## src/rtl/seg7_pkg.sv

```systemverilog
// Shared types and constants for the seven-segment scan controller.
// Contents: blank segment pattern, hex-to-segment table, digit index type,
// load FSM state enum and the registered display output payload.
package seg7_pkg;

  localparam int unsigned NUM_DIGITS = 4;
  localparam int unsigned DATA_W     = 16;
  localparam int unsigned SEG_W      = 7;

  // All segments off (active-low).
  localparam logic [SEG_W-1:0] SEG_BLANK = 7'h7F;

  // Active-low {g,f,e,d,c,b,a} patterns, entry N is hex digit N.
  localparam logic [15:0][SEG_W-1:0] HEX_SEG_TABLE = {
    7'h0E, 7'h06, 7'h21, 7'h46,   // F E d C
    7'h03, 7'h08, 7'h10, 7'h00,   // b A 9 8
    7'h78, 7'h02, 7'h12, 7'h19,   // 7 6 5 4
    7'h30, 7'h24, 7'h79, 7'h40    // 3 2 1 0
  };

  typedef logic [1:0] digit_idx_t;

  typedef enum logic {
    ST_IDLE = 1'b0,
    ST_PEND = 1'b1
  } load_state_e;

  typedef struct packed {
    logic [SEG_W-1:0]      seg;
    logic [NUM_DIGITS-1:0] en;
  } disp_out_t;

endpackage

```

## src/rtl/seg7_scan_ctrl_if.sv

```systemverilog
// Load handshake and display bus of the seven-segment scan controller.
// Signals: load_valid/load_ready/load_data (value handshake), blank_lz
// (leading-zero blanking request), sevent (segments, active-low),
// enable (digit anodes, active-low one-hot).
// master = value producer / display consumer, slave = scan controller.
interface seg7_scan_ctrl_if;

  logic        load_valid;
  logic        load_ready;
  logic [15:0] load_data;
  logic        blank_lz;
  logic [6:0]  sevent;
  logic [3:0]  enable;

  modport master (
    output load_valid,
    output load_data,
    output blank_lz,
    input  load_ready,
    input  sevent,
    input  enable
  );

  modport slave (
    input  load_valid,
    input  load_data,
    input  blank_lz,
    output load_ready,
    output sevent,
    output enable
  );

endinterface

```

## src/rtl/seg7_hex_decoder.sv

```systemverilog
// Combinational hex nibble to active-low seven-segment decoder.
// Ports: i_nibble (4-bit hex digit), o_seg_c (segments {g,f,e,d,c,b,a}).
module seg7_hex_decoder
  import seg7_pkg::*;
(
  input  logic [3:0]       i_nibble,
  output logic [SEG_W-1:0] o_seg_c
);

  assign o_seg_c = HEX_SEG_TABLE[i_nibble];

endmodule

```

## src/rtl/seg7_scan_ctrl.sv

```systemverilog
// Four-digit multiplexed seven-segment scan controller.
// Ports: clk, rst (synchronous, active-high), bus (slave side of
// seg7_scan_ctrl_if: load handshake in, registered sevent/enable out).
// New values are held pending and only committed at a frame boundary so a
// frame never mixes digits of two different values.
module seg7_scan_ctrl
  import seg7_pkg::*;
#(
  parameter int unsigned PRESCALE = 100000,
  parameter bit          BLANK_EN = 1'b1
) (
  input  logic             clk,
  input  logic             rst,
  seg7_scan_ctrl_if.slave  bus
);

  localparam int unsigned PRESC_W = $clog2(PRESCALE);
  localparam logic [PRESC_W-1:0] PRESC_MAX = PRESC_W'(PRESCALE - 1);

  logic [PRESC_W-1:0] r_presc;
  digit_idx_t         r_digit;
  logic [DATA_W-1:0]  r_display;
  logic [DATA_W-1:0]  r_pending;
  load_state_e        r_state;
  load_state_e        w_next_state;
  logic               r_load_ready;
  logic               r_blank_lz;
  disp_out_t          r_out;

  logic               w_wrap;
  logic               w_slot_start;
  logic               w_frame_end;
  logic               w_capture;
  logic               w_commit;
  logic [3:0]         w_nibble;
  logic [SEG_W-1:0]   w_seg;
  logic [3:0]         w_zero_from;
  logic               w_blank_sel;
  logic               w_blank_digit;

  assign w_wrap       = (r_presc == PRESC_MAX);
  assign w_slot_start = (r_presc == '0);
  assign w_frame_end  = w_wrap && (r_digit == 2'd3);

  // Refresh prescaler and digit index.
  always_ff @(posedge clk) begin
    if (rst) begin
      r_presc <= '0;
      r_digit <= 2'd0;
    end else if (w_wrap) begin
      r_presc <= '0;
      r_digit <= r_digit + 2'd1;
    end else begin
      r_presc <= r_presc + PRESC_W'(1);
    end
  end

  // Load FSM next-state logic.
  always_comb begin
    w_next_state = r_state;
    w_capture    = 1'b0;
    w_commit     = 1'b0;
    case (r_state)
      ST_IDLE: begin
        if (bus.load_valid) begin
          w_capture    = 1'b1;
          w_next_state = ST_PEND;
        end
      end
      ST_PEND: begin
        if (w_frame_end) begin
          w_commit     = 1'b1;
          w_next_state = ST_IDLE;
        end
      end
      default: w_next_state = ST_IDLE;
    endcase
  end

  // Load FSM state, pending and displayed values.
  always_ff @(posedge clk) begin
    if (rst) begin
      r_state      <= ST_IDLE;
      r_load_ready <= 1'b1;
      r_pending    <= '0;
      r_display    <= '0;
    end else begin
      r_state      <= w_next_state;
      r_load_ready <= (w_next_state == ST_IDLE);
      if (w_capture) r_pending <= bus.load_data;
      if (w_commit)  r_display <= r_pending;
    end
  end

  assign w_nibble = r_display[{r_digit, 2'b00} +: 4];

  seg7_hex_decoder u_hex_decoder (
    .i_nibble (w_nibble),
    .o_seg_c  (w_seg)
  );

  // w_zero_from[k]: nibble k and every higher nibble are zero.
  always_comb begin
    w_zero_from    = 4'b0000;
    w_zero_from[3] = (r_display[15:12] == 4'h0);
    w_zero_from[2] = w_zero_from[3] && (r_display[11:8] == 4'h0);
    w_zero_from[1] = w_zero_from[2] && (r_display[7:4] == 4'h0);
    w_zero_from[0] = 1'b0;
  end

  // blank_lz is taken live on a slot's first cycle and held for the rest of it.
  assign w_blank_sel   = BLANK_EN && (w_slot_start ? bus.blank_lz : r_blank_lz);
  assign w_blank_digit = w_blank_sel && w_zero_from[r_digit];

  always_ff @(posedge clk) begin
    if (rst) begin
      r_blank_lz <= 1'b0;
    end else if (w_slot_start) begin
      r_blank_lz <= bus.blank_lz;
    end
  end

  // One-cycle output pipeline.
  always_ff @(posedge clk) begin
    if (rst) begin
      r_out.seg <= SEG_BLANK;
      r_out.en  <= 4'hF;
    end else if (w_blank_digit) begin
      r_out.seg <= SEG_BLANK;
      r_out.en  <= 4'hF;
    end else begin
      r_out.seg <= w_seg;
      r_out.en  <= ~(4'b0001 << r_digit);
    end
  end

  assign bus.load_ready = r_load_ready;
  assign bus.sevent     = r_out.seg;
  assign bus.enable     = r_out.en;

endmodule

```

## src/flat_wrapper.sv

```systemverilog
// flat-port wrapper written by rule: the top's interface ports become plain ports
module seg7_scan_ctrl_flat import seg7_pkg::*;
#(
  parameter int unsigned PRESCALE = 100000,
  parameter bit          BLANK_EN = 1'b1
)
  (clk, rst, bus_load_valid, bus_load_data, bus_blank_lz, bus_load_ready, bus_sevent, bus_enable);
  seg7_scan_ctrl_if bus_i ();
  input  logic clk;
  input  logic rst;
  input wire logic [$bits(bus_i.load_valid)-1:0] bus_load_valid;
  input wire logic [$bits(bus_i.load_data)-1:0] bus_load_data;
  input wire logic [$bits(bus_i.blank_lz)-1:0] bus_blank_lz;
  output wire logic [$bits(bus_i.load_ready)-1:0] bus_load_ready;
  output wire logic [$bits(bus_i.sevent)-1:0] bus_sevent;
  output wire logic [$bits(bus_i.enable)-1:0] bus_enable;
  assign bus_i.load_valid = bus_load_valid;
  assign bus_i.load_data = bus_load_data;
  assign bus_i.blank_lz = bus_blank_lz;
  assign bus_load_ready = bus_i.load_ready;
  assign bus_sevent = bus_i.sevent;
  assign bus_enable = bus_i.enable;
  seg7_scan_ctrl #(.PRESCALE(PRESCALE), .BLANK_EN(BLANK_EN)) u_core (.clk(clk), .rst(rst), .bus(bus_i));
endmodule
```

## config.mk

```make
export PLATFORM = sky130hd
export DESIGN_NAME = seg7_scan_ctrl_flat
export DESIGN_NICKNAME = d
export VERILOG_FILES = /design/src/rtl/seg7_pkg.sv /design/src/rtl/seg7_scan_ctrl_if.sv /design/src/rtl/seg7_hex_decoder.sv /design/src/rtl/seg7_scan_ctrl.sv /design/src/flat_wrapper.sv
export SDC_FILE = /design/constraint.sdc
export NUM_CORES = 1
export LEC_CHECK = 0
export CORE_AREA = 2 2 87 89
export CTS_CLUSTER_SIZE = 25
export DETAILED_ROUTE_END_ITERATION = 16
export DIE_AREA = 0 0 89 91
export PLACE_DENSITY = 0.71
export SLEW_MARGIN = 25
export SYNTH_ARGS = -nofsm -noshare
export SYNTH_HDL_FRONTEND = slang
export SYNTH_SLANG_ARGS = --single-unit
```

## constraint.sdc

```tcl
create_clock -name clk -period 2.3 [get_ports clk]
set_clock_uncertainty 0.05 [all_clocks]
set_input_delay 0.46 -clock clk [delete_from_list [all_inputs] [get_ports clk]]
set_output_delay 0.46 -clock clk [all_outputs]
set_load 0.01 [all_outputs]
```

### After elaboration in Yosys (flattened, before gate mapping)

Memory sizes are Yosys's and may differ from the RTL's. A register that Yosys moved wholly into a read port is not among the register bits.
Index checks and enable logic that the tools add are counted.

* memories: 1
* register bits after elaboration: 58
* input port bits: 20
* output and inout port bits: 12
* bits in read-only memories: 112
* word-level logic and storage cells: 38

Memory list
* (name not given): depth 16, width 7, read ports 1, clocked after memory_dff 1, wr ports 0, RTL line seg7_hex_decoder.sv:10 `assign o_seg_c = HEX_SEG_TABLE[i_nibble];`

* bitwise gates (word level): 3
* shifts and indexed selects: 2
* muxes and demuxes: 9
* $add $sub $neg: 2
* equality and inequality tests: 2
* reductions and logical operators: 10
* $lt $le $gt $ge: 1

Operators by type and width (number)
* 17-bit by 1-bit adder with 17-bit output, second input constant: 1
* 17-bit equality test, second input constant: 1
* 17-bit zero test: 1
* 16-bit by 5-bit variable part select with 4-bit output: 1
* 4-bit zero test: 3
* 1-bit two-way mux: 7
* 1-bit logical AND: 4
* 4-bit inverter: 1
* 2-bit OR reduction: 2
* 1-bit by 2-bit << shifter with 4-bit output, first input constant: 1
* 2-bit by 3-bit less-than comparator with 1-bit output, second input constant: 1
* 2-bit by 1-bit adder with 2-bit output, second input constant: 1
* 1-bit binary-select mux with 2-bit select: 1
* 2-bit equality test, second input constant: 1
* 1-bit inverter: 2
* 1-bit case mux with 2 select lines: 1

### Logic depth before layout (Yosys ltp)

Gate-level depths: netlist of the first run.

* word-level depth: 7
* mapped depth: 8
* depth with buffers taken out: 7

### Modules after synthesis

From an unflattened synthesis of the first run, not the netlist that was laid out.

* cell total of the unflattened synthesis: 360
* area total of the unflattened synthesis: 3070.4 µm²

By module, submodules not included
* seg7_scan_ctrl: seq. area each 1301.2 µm², area an instance 2822.7 µm², cells each 325, times used 1
* seg7_hex_decoder: seq. area each 0.0 µm², area an instance 247.7 µm², cells each 35, times used 1

### Worst setup path before layout of the first run

No wires, ideal clock.

* kind: flip-flop to flip-flop
* start point: register u_core.r_presc[0]
* end point: register u_core.r_display[10]
* arrival time: 1964 ps
* period minus slack after synthesis: 2139 ps
* stages on the path, launching flop included: 8
* required time: 2126 ps
* buffers on the path: 1
* setup slack: 161 ps
* setup time: 124 ps
* path through: dfxtp_1 -> ha_1 -> nand3_2 -> or4_4 -> nor3_4 -> buf_12 -> mux2i_1 -> nor2_1

* cells in the longest elaborated chain, start to end: 4

RTL lines
* start, declared: RTL line seg7_scan_ctrl.sv:20 `logic [PRESC_W-1:0] r_presc;`
* start signal, assigned: RTL line seg7_scan_ctrl.sv:54 `r_presc <= r_presc + PRESC_W'(1);`
* 17-bit equality test: RTL line seg7_scan_ctrl.sv:41 `assign w_wrap = (r_presc == PRESC_MAX);`
* 1-bit logical AND: RTL line seg7_scan_ctrl.sv:43 `assign w_frame_end = w_wrap && (r_digit == 2'd3);`
* 1-bit two-way mux: RTL line seg7_scan_ctrl.sv:71 `if (w_frame_end) begin`
* 1-bit two-way mux: RTL line seg7_scan_ctrl.sv:63 `case (r_state)`
* end signal, assigned: RTL line seg7_scan_ctrl.sv:91 `if (w_commit) r_display <= r_pending;`
* end, declared: RTL line seg7_scan_ctrl.sv:22 `logic [DATA_W-1:0] r_display;`

Every way passes these cells.
A chain may end at the register's enable or synchronous reset.

### Worst setup path after layout of the first run

Ends and elaborated chain as after synthesis.

==> impl_summary.log, run 1 <==
[metrics] crit path max-delay cell type: or4_4
[metrics] dominant delay contributor by cell family on the critical path: simple AND/OR/NAND/NOR gates
[metrics] RSZ-0062 raised after global routing: no
[metrics] Congestion Overflow GR: 0
[metrics] Worst VDD drop: 0.302 mV
[metrics] Critical Path, Cell by Cell: ha_1, nand3_2, or4_4, nor3_4, buf_12, mux2i_1, nor2_1
[metrics] number of rows in the core area: 31
[metrics] count of state elements after synthesis: 65
[metrics] fin. max-slew vios: 0
[metrics] share of the clock period used by the worst path: 90.6%
[metrics] I/O pins: 32
[metrics] Netlist cell types: 44
[metrics] via count of the first global-routing pass: a little over 2,000
[metrics] post-cts gate resize count: 0
[metrics] fraction of registers with async set/reset: 0%
[metrics] critical path capture point type: flop
[metrics] Worst Path Arrival: between 2 and 2.5 ns
[metrics] number of flops mapped to enable cells by yosys: 0
[metrics] initial antenna violation count: 0
[metrics] status: finished, final reports clean
[metrics] fraction of layout instances using a drive strength above 1: between 10% and 20%
[metrics] clock transition time at the flip-flop clock pins of the worst setup and hold paths: 0.07 ns
[metrics] Post-Syn Instances: ~300
[metrics] DRT Pass-1 Iters: 4
[metrics] maximum level of the CTS H-tree: 3
[metrics] number of buffers on the longest clock path: 2
[metrics] global-route wire length before repair: 9.23 mm
[metrics] full die area: between 8000 and 9000 um2
[metrics] Multi-input gate area: 1390 um2
[metrics] Avg Inst Size Synth: 9.28 um2
[metrics] global routing usage summed across all routing layers: 14.5%
[metrics] worst-case headroom to the max-slew limit: 62.1%
[metrics] number of hold-slack violations in the final timing report: 0
[metrics] Post CTS Setup Buffer Count: 0
[metrics] Die X-Extent: 89 um
[metrics] Area Overhead vs Synth: 20.7%
[metrics] number of vias in the routed layout: 2,113
[metrics] clock latency at the later pin of the worst-skew pair: around 0.34 ns
[metrics] utilization after layout: 47.5%
[metrics] actual slew at the worst max-slew pin: about 0.57 ns
[metrics] leakage component of the power: 1.25 nW
[metrics] global placement routability congestion: 0.855
[metrics] die extent in y: between 90 and 100 um
[metrics] Synth Cell Area: 2810 um2
[metrics] startpoint type of the worst setup path: flop
[metrics] buffering stage count on the worst path with inverters included: 1
[metrics] largest stage delay on the critical path: 0.54 ns
[metrics] share of the yosys chip area belonging to registers: a little under half
[metrics] Final Routed Wirelength: 5.35 mm
[metrics] cts bufs inserted: 9
[metrics] Yosys warning total: 0
[metrics] hold buffer count at CTS: 0
[metrics] placed standard-cell area: 3210 um2
[metrics] detail-routed net length per standard cell: roughly 12 um
[metrics] nets in the synthesized netlist: between 300 and 400
[metrics] max frequency: 0.480 GHz
[metrics] number of nets in the final layout: 369
[metrics] number of remaining DRC errors: 0
[metrics] number of DRC violations after detailed-routing iteration 0: 86
[metrics] register cell area after layout: 1300 um2
[metrics] half-perimeter wire length after placement: 3.80 mm
[metrics] fill cell total of the finished layout: 694
[metrics] pin count of the biggest net entering global routing: 35
[metrics] number of sinks on the clock net: 65
[metrics] TritonCTS clock tree: yes
[metrics] IO Port Bufs: 31
[metrics] post-route ant nets: 0
[metrics] number of diodes added for antenna fixing: 0
[metrics] max capacitance violation total: 0
[metrics] Post-synth top flop: dfxtp_1
[metrics] Setup Viol. Count Final: 0
[metrics] top fanout value on the critical path: 17
[metrics] clock period minus final worst setup slack: around 2.1 ns
[metrics] Post-Layout Inst Area: 3390 um2
[metrics] endpoint required time on the critical path: roughly 2.5 ns
[metrics] Power per Cell Area: around 640 nW/um2
[metrics] Initial Utilization: between 30 and 40%
[metrics] Clk Tree Root Cell: clkbuf_8
[metrics] drt via density: 4.81
[metrics] critical path type: flop to flop
[metrics] placeable core region: 7140 um2
[metrics] hold crit path type: flop to flop
path summary, 6_finish.rpt:
path | endpoint | cells past startpoint | from | slack, ns
hold reg to reg | u_core.r_pending[0] | 2 | u_core.r_pending[0] | 0.40
setup / recovery | u_core.r_display[10] | 7 | u_core.r_presc[0] | 0.22
hold / removal | u_core.r_pending[0] | 2 | u_core.r_pending[0] | 0.40
setup reg to reg | u_core.r_display[10] | 7 | u_core.r_presc[0] | 0.22
routing by layer:
metal | track usage (%) | vias to the layer above | wire (um)
li1 | - | 1083 | -
met1 | 19.3 | 971 | 2610
met2 | 21.6 | 49 | 2380
met3 | 5.00 | 10 | 265
met4 | 5.60 | 0 | 92
met5 | 0 | - | 0
placed cells by master, fill, tap and decap left out, types with 5 or more instances in the layout:
cell type,count
dfxtp_1,65
nand2_1,50
nor2_1,45
clkdlybuf4s50_1,31
mux2i_1,20
a21oi_1,18
ha_1,12
inv_1,11
clkbuf_8,11
xor2_1,8
xnor2_1,8
mux4_2,5
nand3_1,5
buf_4,5
where the power goes:
part           leakage (nW)  total, mW  internal [mW]  switching [mW]
registers             0.530       1.18           1.16          0.0176
clock network        0.0871      0.844          0.434           0.410
logic                 0.638      0.147         0.0776          0.0697
per-stage QoR:
| stage | setup TNS (ns) | std cells | worst slack, ns | power [mW] | hold slack, ns |
|---|---|---|---|---|---|
| after floorplan | 0 | 303 | 0.161 | 1.28 | 0.380 |
| after global placement | 0 | 425 | 0.00533 | 1.35 | 0.391 |
| after detailed placement | -0.0226 | 425 | -0.0226 | 1.35 | 0.399 |
| final | 0 | 439 | 0.215 | 2.17 | 0.404 |
| after global routing | 0 | 439 | 0.0626 | 2.26 | 0.421 |
| after CTS | 0 | 439 | 0.109 | 2.20 | 0.407 |
cells in the mapped netlist (2+ instances only):
| cell | count | share of area, % |
|---|---|---|
| nand3_1 | 5 | 0.89 |
| nor2_1 | 45 | 6.0 |
| nand2b_1 | 3 | 0.67 |
| nor3_1 | 3 | 0.53 |
| nand2_1 | 50 | 6.7 |
| dfxtp_1 | 65 | 46 |
| xnor2_1 | 8 | 2.5 |
| o211ai_1 | 2 | 0.53 |
| a21oi_1 | 18 | 3.2 |
| buf_2 | 2 | 0.36 |
| inv_1 | 11 | 1.5 |
| o21ai_0 | 2 | 0.36 |
| nand4_1 | 3 | 0.67 |
| mux4_2 | 5 | 4.0 |
| ha_1 | 12 | 5.3 |
| or3_1 | 2 | 0.44 |
| mux2i_1 | 20 | 7.1 |
| xor2_1 | 8 | 2.5 |
| and3_1 | 4 | 0.89 |
| clkbuf_1 | 8 | 1.1 |
| nor4_1 | 4 | 0.89 |
worst min-delay path, cell delays in order (launching register included):
cell and delay (ns):
dfxtp_1 0.31, nand2_1 0.05, a21oi_1 0.05
cells by family (layout without fill, tap and decap cells):
family	after synthesis	in the layout	share of synthesized area [%]
adders and majority gates	12	12	5.34
AOI/OAI and AO/OA	30	30	6.36
buffers and inverters	25	62	4.67
muxes	26	26	11.5
and+or+nand+nor	129	129	20.8
DFF	65	65	46.3
xor gates and xnor gates	16	16	4.98
final cells by class:
type | count | share of cell area [%]
repair buffers | 37 | 10.8
clock inverters | 3 | 0.516
multi-input cells | 213 | 41.0
well taps | 99 | 3.65
inverters | 11 | 1.22
clock buffers | 11 | 4.46
flip-flops and latches | 65 | 38.3
registers in the layout, summed over array words and instances, names as in the netlist:
register               flops
u_core.r_state             1
u_core.r_presc            17
u_core.bus.enable          4
u_core.r_blank_lz          1
u_core.r_display          16
u_core.bus.load_ready      1
u_core.r_pending          16
u_core.r_digit             2
u_core.bus.sevent          7
(Power assumes the default switching activity.)
==> run 2: changes to the inputs <==
--- a/config.mk
+++ b/config.mk
@@ -10,7 +10,7 @@
 export DETAILED_ROUTE_END_ITERATION = 16
 export DIE_AREA = 0 0 89 91
 export PLACE_DENSITY = 0.71
-export SLEW_MARGIN = 25
+export SLEW_MARGIN = 40
 export SYNTH_ARGS = -nofsm -noshare
 export SYNTH_HDL_FRONTEND = slang
 export SYNTH_SLANG_ARGS = --single-unit
==> results of run 2 <==
No change in the layout: final DEF, timing and power equal those of run 1.
